--- src/rtl/regfile_pkg.sv ---
// Shared definitions for the parametrised register file and its pending-write scoreboard.
package regfile_pkg;

  localparam int ZERO_REG       = 0;
  localparam int PEND_W_DEFAULT = 2;

  typedef logic [PEND_W_DEFAULT-1:0] pend_cnt_t;

  // Address width that never collapses to zero bits for tiny register files.
  function automatic int clog2_safe(input int n);
    return (n <= 2) ? 1 : $clog2(n);
  endfunction

endpackage

--- src/rtl/regfile_pend_cnt.sv ---
// Saturating up/down pending-write counter for one architectural register.
module regfile_pend_cnt #(
  parameter int W = 2
) (
  input  logic         clk,
  input  logic         rst,
  input  logic         inc,
  input  logic         dec,
  input  logic         clr,
  output logic [W-1:0] cnt,
  output logic         sat,
  output logic         nz
);

  logic inc_ok;
  logic dec_ok;

  assign sat    = (cnt == {W{1'b1}});
  assign nz     = (cnt != '0);
  assign inc_ok = inc && !sat;
  assign dec_ok = dec && nz;

  // Matching inc and dec cancel; dec at zero is ignored so the count never wraps.
  always_ff @(posedge clk) begin
    if (!rst) begin
      cnt <= '0;
    end else if (clr) begin
      cnt <= '0;
    end else if (inc_ok && !dec_ok) begin
      cnt <= cnt + 1'b1;
    end else if (dec_ok && !inc_ok) begin
      cnt <= cnt - 1'b1;
    end
  end

endmodule

--- src/rtl/regfile_scoreboard.sv ---
// Integer register file with combinational read ports, optional writeback bypass
// and a per-register pending-write scoreboard for issue-stage hazard stalls.
module regfile_scoreboard
   import regfile_pkg::*;
#(
   parameter int  XLEN   = 32,
   parameter int  NREGS  = 16,
   parameter int  NRD    = 2,
   parameter int  BYPASS = 1,
   parameter int  PEND_W = 2,
   localparam int AW     = clog2_safe(NREGS)
) (
   input  logic                  clk,
   input  logic                  rst,
   input  logic [NRD*AW-1:0]     rd_addr,
   output logic [NRD*XLEN-1:0]   rd_data,
   output logic [NRD-1:0]        rd_busy,
   input  logic                  iss_valid,
   input  logic [AW-1:0]         iss_addr,
   output logic                  iss_ready,
   input  logic                  wb_valid,
   input  logic [AW-1:0]         wb_addr,
   input  logic [XLEN-1:0]       wb_data,
   input  logic                  wb_retire,
   input  logic                  flush,
   output logic [NREGS*XLEN-1:0] dbg_regs
);

   logic [XLEN-1:0]   regs_q [NREGS];
   logic [PEND_W-1:0] cnt    [NREGS];
   logic [NREGS-1:0]  sat;
   logic [NREGS-1:0]  nz;

   always_ff @(posedge clk) begin
      if (!rst) begin
         for (int r = 0; r < NREGS; r++) regs_q[r] <= '0;
      end else if (wb_valid && wb_addr != AW'(ZERO_REG)) begin
         regs_q[wb_addr] <= wb_data;
      end
   end

   assign cnt[0] = '0;
   assign sat[0] = 1'b0;
   assign nz[0]  = 1'b0;

   for (genvar r = 1; r < NREGS; r++) begin : g_cnt
      logic inc_r;
      logic dec_r;

      // Saturation gating lives here too so a stalled issue can never bump the count.
      assign inc_r = iss_valid && (iss_addr == AW'(r)) && !sat[r];
      assign dec_r = wb_valid && wb_retire && (wb_addr == AW'(r));

      regfile_pend_cnt #(.W(PEND_W)) u_cnt (
         .clk (clk),
         .rst (rst),
         .inc (inc_r),
         .dec (dec_r),
         .clr (flush),
         .cnt (cnt[r]),
         .sat (sat[r]),
         .nz  (nz[r])
      );
   end

   assign iss_ready = (iss_addr == AW'(ZERO_REG)) || (cnt[iss_addr] != {PEND_W{1'b1}});

   for (genvar i = 0; i < NRD; i++) begin : g_rd
      logic [AW-1:0] ra;
      assign ra = rd_addr[i*AW +: AW];
      assign rd_data[i*XLEN +: XLEN] =
         (ra == AW'(ZERO_REG))                           ? '0      :
         ((BYPASS != 0) && wb_valid && (wb_addr == ra))  ? wb_data :
                                                           regs_q[ra];
      // Busy is left set during a same-cycle bypass; the consumer decides.
      assign rd_busy[i] = nz[ra];
   end

   for (genvar r = 0; r < NREGS; r++) begin : g_dbg
      if (r == ZERO_REG) begin : g_zero
         assign dbg_regs[r*XLEN +: XLEN] = '0;
      end else begin : g_reg
         assign dbg_regs[r*XLEN +: XLEN] = regs_q[r];
      end
   end

`ifndef SYNTHESIS
   // Retiring a writeback that was never issued means the pipeline lost track of a hazard.
   always_ff @(posedge clk) begin
      if (rst && wb_valid && wb_retire && wb_addr != AW'(ZERO_REG)) begin
         assert (nz[wb_addr]);
      end
   end
`endif

endmodule

--- config.mk ---
export PLATFORM = sky130hd
export DESIGN_NAME = regfile_scoreboard
export DESIGN_NICKNAME = d
export VERILOG_FILES = /design/src/rtl/regfile_pkg.sv /design/src/rtl/regfile_pend_cnt.sv /design/src/rtl/regfile_scoreboard.sv
export SDC_FILE = /design/constraint.sdc
export NUM_CORES = 1
export LEC_CHECK = 0
export CORE_UTILIZATION = 47
export DETAILED_ROUTE_END_ITERATION = 8
export HOLD_SLACK_MARGIN = 0.06
export PLACE_DENSITY = 0.84
export SYNTH_ARGS = -nofsm -noshare
export SYNTH_HDL_FRONTEND = slang
export SYNTH_SLANG_ARGS = --single-unit
export TNS_END_PERCENT = 10
--- constraint.sdc ---
create_clock -name clk -period 4.5 [get_ports clk]
set_input_delay 1.125 -clock clk [delete_from_list [all_inputs] [get_ports clk]]
set_output_delay 1.125 -clock clk [all_outputs]
set_load 0.1 [all_outputs]
==> results of run 1 <==
==> how the worst min path moves through the flow <==
stage / start / end / slack [ns] / depth (start not counted)
final: g_cnt[4].u_cnt.cnt[1] / g_cnt[4].u_cnt.cnt[1] / 0.50 / 2
after global routing: g_cnt[4].u_cnt.cnt[1] / g_cnt[4].u_cnt.cnt[1] / 0.54 / 2
after CTS: g_cnt[4].u_cnt.cnt[1] / g_cnt[4].u_cnt.cnt[1] / 0.50 / 2
after detailed placement: g_cnt[4].u_cnt.cnt[1] / g_cnt[4].u_cnt.cnt[1] / 0.49 / 2
after global placement: g_cnt[9].u_cnt.cnt[1] / g_cnt[9].u_cnt.cnt[1] / 0.48 / 2
after floorplan: g_cnt[12].u_cnt.cnt[1] / g_cnt[12].u_cnt.cnt[1] / 0.47 / 2
==> per-stage QoR <==
stage / cells / utilization [%] / total power, mW / hold WS, ns
global route: 3562 / 63.9 / 16.7 / 0.539
floorplan: 2128 / - / 9.96 / 0.467
global placement: 3458 / 60.9 / 11.6 / 0.477
finish: 3562 / 63.9 / 16.5 / 0.504
CTS: 3559 / 63.9 / 16.4 / 0.498
detailed placement: 3458 / 60.9 / 11.6 / 0.489
==> per-layer routing <==
layer / routed length, um / vias to the layer above / part of all wire (%)
met5: 9 / - / 0.0073
met4: 6700 / 2 / 5.5
met3: 17000 / 453 / 14
met2: 58200 / 2187 / 47
met1: 40700 / 11800 / 33
li1: - / 9050 / -
==> registers in the layout, indices dropped and copies added (netlist names) <==
signal / flops
g_cnt.u_cnt.cnt: 30
regs_q: 512
==> placed cells by master (no fill, tap or decap), drive strengths merged, types with 3 or more instances in the layout <==
cell type / n
a211oi: 8
a21oi: 50
a22o: 32
and2: 481
buf: 189
bufinv: 8
clkbuf: 70
clkdlybuf4s50: 525
clkinv: 14
clkinvlp: 4
conb: 64
dfxtp: 30
diode: 3
edfxtp: 512
ha: 15
inv: 7
mux2: 33
mux2i: 158
mux4: 265
nand2: 12
nand2b: 11
nand3: 20
nand3b: 3
nand4: 5
nor2: 32
nor3: 7
nor3b: 4
nor4: 4
nor4b: 3
o211ai: 5
o21ai: 35
o31ai: 31
or2: 13
or3: 15
xnor2: 6
xor2: 31
==> worst max-delay path, delay by kind of cell <==
family / cells / cell delay, ns
AND/OR/NAND/NOR: 2 / 0.44
AO/OA/AOI/OAI: 1 / 0.30
buffers and inverters: 3 / 1.10
XOR/XNOR: 1 / 0.30
==> report_power, final <==
part           switching [mW]  total, mW  leakage [nW]  internal (mW)
combinational            3.93       5.48          8.73           1.56
sequential              0.301       6.11          5.13           5.81
clock                    2.05       4.87         0.911           2.82
==> cell families (layout without fill, tap and decap cells) <==
family                     Yosys count  in the layout  synth area share [%]
adders and majority gates           15             15                 0.616
DFF                                542            542                  52.4
other                                1             67                0.0123
muxes                              456            456                  26.0
xor gates and xnor gates            37             37                  1.06
AOI/OAI and AO/OA                  166            166                  3.54
and+or+nand+nor                    616            616                  12.3
buffers and inverters              232            817                  4.00
==> layout make-up <==
cell class                 count  area (um2)
antenna                        3        7.51
clock inverter                31         388
clock buffer                  70        1500
inverter                       2        7.51
multi-input combinational   1354       13800
sequential                   542       16000
timing repair buffer         714        7920
tap                          846        1060
fill                        4437       22900
==> metrics.yaml, run 1 <==
cts_resized: 0
cp_max_fo: 13
synth_most_common_cell: "edfxtp_1"
synth_cell_types: 47
r2r_setup_slack_ns: 2.80
max_slew_margin_pct: 18.8
fin_crit_sh_pct: 97.9
clk_pin_slew_worst_paths_ns: 0.07
grt_busiest_layer: "met2"
grt.total_usage_pct: 36.7
crit_end: "rd_data[19]"
grt_pass1_wl_mm: 172
power_leakage_nw: 14.8
critPathKind: "in2out"
critical_path_arrival_ns: 3.28
synth_top_area_cell: "edfxtp_1"
clock_latency_ns: 0.62
worstReg2RegEnd: "g_cnt[7].u_cnt.cnt[1]"
cts_tree: "built"
crit_path_start: "wb_addr[1]"
setup_ws_ns: 0.0966
synthTopCellsByCount: "edfxtp_1, and2_1, mux4_2"
hold_viol_final: 0
core_um2: 63500
power_density_nw_per_um2: 406
final_nets: 2739
max_freq_ghz: 0.227
cts_made_buffers: 56
routed_wl_mm: 123
initial_core_util_pct: 47.9
cts_buffer_depth: 3
via_per_inst: 6.60
rows: 92
dp_hpwl_mm: 80.2
met2_usage_pct: 59.3
synth_edf_count: 512
met1_usage_pct: 45.6
finClkSkew_ns: 0.0138
finalSetupViolCount: 0
crit-reg2reg-launch: "g_cnt[7].u_cnt.cnt[0]"
port_buffers: 600
slowest_stage: "clkdlybuf4s50_1"
hold_path_class: "reg2reg"
antenna_found_initial: 12
rsz0062_at_grt: "no"
root_buffer: "clkbuf_16"
crit_path_max_incr_delay_ns: 0.63
critical_path_required_ns: 3.38
synth_top_area_share_pct: 50.5
gr-total-overflow: 0
final_area_um2: 40600
synthCells: 2065
drt_iter0_drc: 3487
yosysWarnings: 0
vdd_drop_max_mv: 0.333
tightestPinTransition_ns: 1.22
syn2layout_area_growth_pct: 33.3
firstDrtPassIters: 5
post_cts_buffers: 0
syn_avg_cell_area_um2: 14.8
slew_violations: 0
ant_nets: 0
grt_max_degree: 49
ios: 633
syn_area_um2: 30500
worstPathCellList: "clkdlybuf4s50_1 -> xnor2_1 -> nand2_2 -> or2_2 -> buf_4 -> a21oi_1 -> buf_12"
drc_errors: 0
cts_max_level: 2
synth.area.top_cells: "edfxtp_1, mux4_2, and2_1"
synthArstFlopShare_pct: 0
crit_path_end_kind: "output port"
setup_tns_ns: 0
cts.sinks: 542
status: "finished clean"
wire_per_inst_um: 34.4
ff2ff_path_depth: 5
grt_pass1_vias: 23800
synth_seq_cells: 542
cts-hold-fix-buffers: 0
place_area_um2: 38700
gp_congestion: 0.959
dpl_worst_slack_ns: 0.190
fp.dieArea_um2: 65800
final_layout_size_suffix_gt1_share_pct: 23.0
yosysSeqAreaShare_pct: 52.4
die_x_um: 257
start_kind: "input port"
drv_cap: 0
synthFlopType: "edfxtp_1"
period_minus_slack_ns: 4.40
vias: 23500
grt_use_met3_pct: 10.6
die_y_um: 257
Note: power is estimated with default switching activity, not from simulation.
==> run 2, diff against run 1 <==
--- a/config.mk
+++ b/config.mk
@@ -9,5 +9,5 @@
 export DETAILED_ROUTE_END_ITERATION = 8
 export HOLD_SLACK_MARGIN = 0.06
-export PLACE_DENSITY = 0.84
+export PLACE_DENSITY = 0.77
 export SYNTH_ARGS = -nofsm -noshare
 export SYNTH_HDL_FRONTEND = slang
==> constraint.sdc (replaced) <==
create_clock -name clk -period 4.5 [get_ports clk]
set_input_delay 0.45 -clock clk [delete_from_list [all_inputs] [get_ports clk]]
set_output_delay 0.45 -clock clk [all_outputs]
set_load 0.1 [all_outputs]
==> metrics.yaml, run 2 (synthesis gave the netlist of run 1 again) <==
power_leakage_nw: 14.4
worstPathCellList: "clkdlybuf4s50_1 -> xnor2_1 -> and4_2 -> buf_4 -> a22o_1 -> buf_12"
nFillCells: 4717
port_buffers: 600
antenna_found_initial: 13
status: "finished clean"
ff2ff_path_depth: 5
drt_iter0_drc: 3572
final-seq-area_um2: 16000
post_cts_buffers: 0
final_layout_size_suffix_gt1_share_pct: 21.8
grt_pass1_wl_mm: 171
cts-hold-fix-buffers: 0
ios: 633
vias: 22900
cts_made_buffers: 57
final_area_um2: 39900
finalSetupViolCount: 0
wire_per_inst_um: 34.7
max_freq_ghz: 0.259
finClkSkew_ns: 0.0178
start_kind: "input port"
die_y_um: 257
fp.dieArea_um2: 65800
dp_hpwl_mm: 80.8
cp.depth: 6
critical_path_arrival_ns: 3.41
critPathKind: "in2out"
root_buffer: "clkbuf_16"
cp_max_fo: 18
rows: 92
final_nets: 2691
clk_pin_slew_worst_paths_ns: 0.06
setup_tns_ns: 0
cts_tree: "built"
slew_violations: 0
die_x_um: 257
clock_latency_ns: 0.63
routed_wl_mm: 122
via_per_inst: 6.50
grt_pass1_vias: 22700
min_path_cells: 2
cp_top_family: "buffers and inverters"
rsz0062_at_grt: "no"
grt_max_degree: 67
place_area_um2: 37900
power_density_nw_per_um2: 412
hold_viol_final: 0
ant_nets: 0
critical_path_required_ns: 4.05
core_um2: 63500
crit_buf_inv: 3
fin_crit_sh_pct: 85.7
cts_resized: 0
top_regs: "regs_q: 512 flops, g_cnt.u_cnt.cnt: 30 flops"
slowest_stage: "and4_2"
vdd_drop_max_mv: 0.319
layout_common_cells: "clkdlybuf4s50_1, edfxtp_1, and2_1"
crit_path_max_incr_delay_ns: 0.92
grt.total_usage_pct: 36.6
drv_cap: 0
max_slew_margin_pct: 3.60
cts_max_level: 2
tightestPinTransition_ns: 1.44
multiInputGateArea_um2: 13800
largest_register_ffs: 512
initial_core_util_pct: 47.9
cts.sinks: 542
final_common_cell: "clkdlybuf4s50_1"
gr-total-overflow: 0
cts_buffer_depth: 3
hold_path_class: "reg2reg"
firstDrtPassIters: 6
top_register: "regs_q"
drc_errors: 0
period_minus_slack_ns: 3.86
crit_path_end_kind: "output port"
gp_congestion: 0.927
syn2layout_area_growth_pct: 30.9
-- run 2: cell types whose count changed in the layout (fill, tap and decap cells not counted), moves of 3 or more --
cell / delta
buf_12: -35
clkbuf_1: -5
clkinv_1: +5
buf_4: -11
clkdlybuf4s50_1: -3
clkinv_2: +6
-- run 2: power by group --
| group | switching (mW) | leakage [nW] | internal (mW) |
|---|---|---|---|
| Combinational | 3.89 | 8.34 | 1.44 |
| Sequential | 0.317 | 5.13 | 5.81 |
| Clock | 2.08 | 0.949 | 2.90 |
-- run 2: path summary, 6_finish.rpt --
check	slack, ns	start	to
setup / recovery	0.64	wb_addr[2]	rd_data[57]
hold / removal	0.51	g_cnt[9].u_cnt.cnt[1]	g_cnt[9].u_cnt.cnt[1]
setup reg to reg	2.70	g_cnt[12].u_cnt.cnt[0]	g_cnt[12].u_cnt.cnt[1]
hold reg to reg	0.51	g_cnt[9].u_cnt.cnt[1]	g_cnt[9].u_cnt.cnt[1]
-- run 2: tightest hold or removal path, cell delays in order, from the launching register on --
cell	delay (ns)
dfxtp_1	0.33
o21ai_0	0.07
a21oi_1	0.06
-- run 2: stage by stage --
step	total power [mW]	setup WS, ns	util (%)	std cells	hold slack (ns)
after CTS	16.4	0.744	62.7	3517	0.500
after detailed placement	11.5	0.749	59.7	3409	0.492
final	16.4	0.644	62.8	3522	0.509
after floorplan	9.96	0.801	-	2128	0.467
after global routing	16.7	0.606	62.7	3518	0.537
after global placement	11.5	0.808	59.7	3409	0.475
-- run 2: area by class of cell --
type / count / area share [%]
sequential: 542 / 40.1
clock inverter: 40 / 1.04
tap: 846 / 2.65
clock buffer: 68 / 3.86
multi-input combinational: 1354 / 34.5
timing repair buffer: 665 / 17.8
antenna: 5 / 0.0314
inverter: 2 / 0.0188
-- run 2: metal layers --
| layer | vias to the layer above | GRT usage (%) | share of wire [%] |
|---|---|---|---|
| li1 | 8977 | - | - |
| met1 | 11500 | 48.1 | 35 |
| met2 | 2012 | 56.7 | 46 |
| met3 | 348 | 10.1 | 13 |
| met4 | 2 | 16.8 | 5.0 |
| met5 | - | 0 | 0.011 |
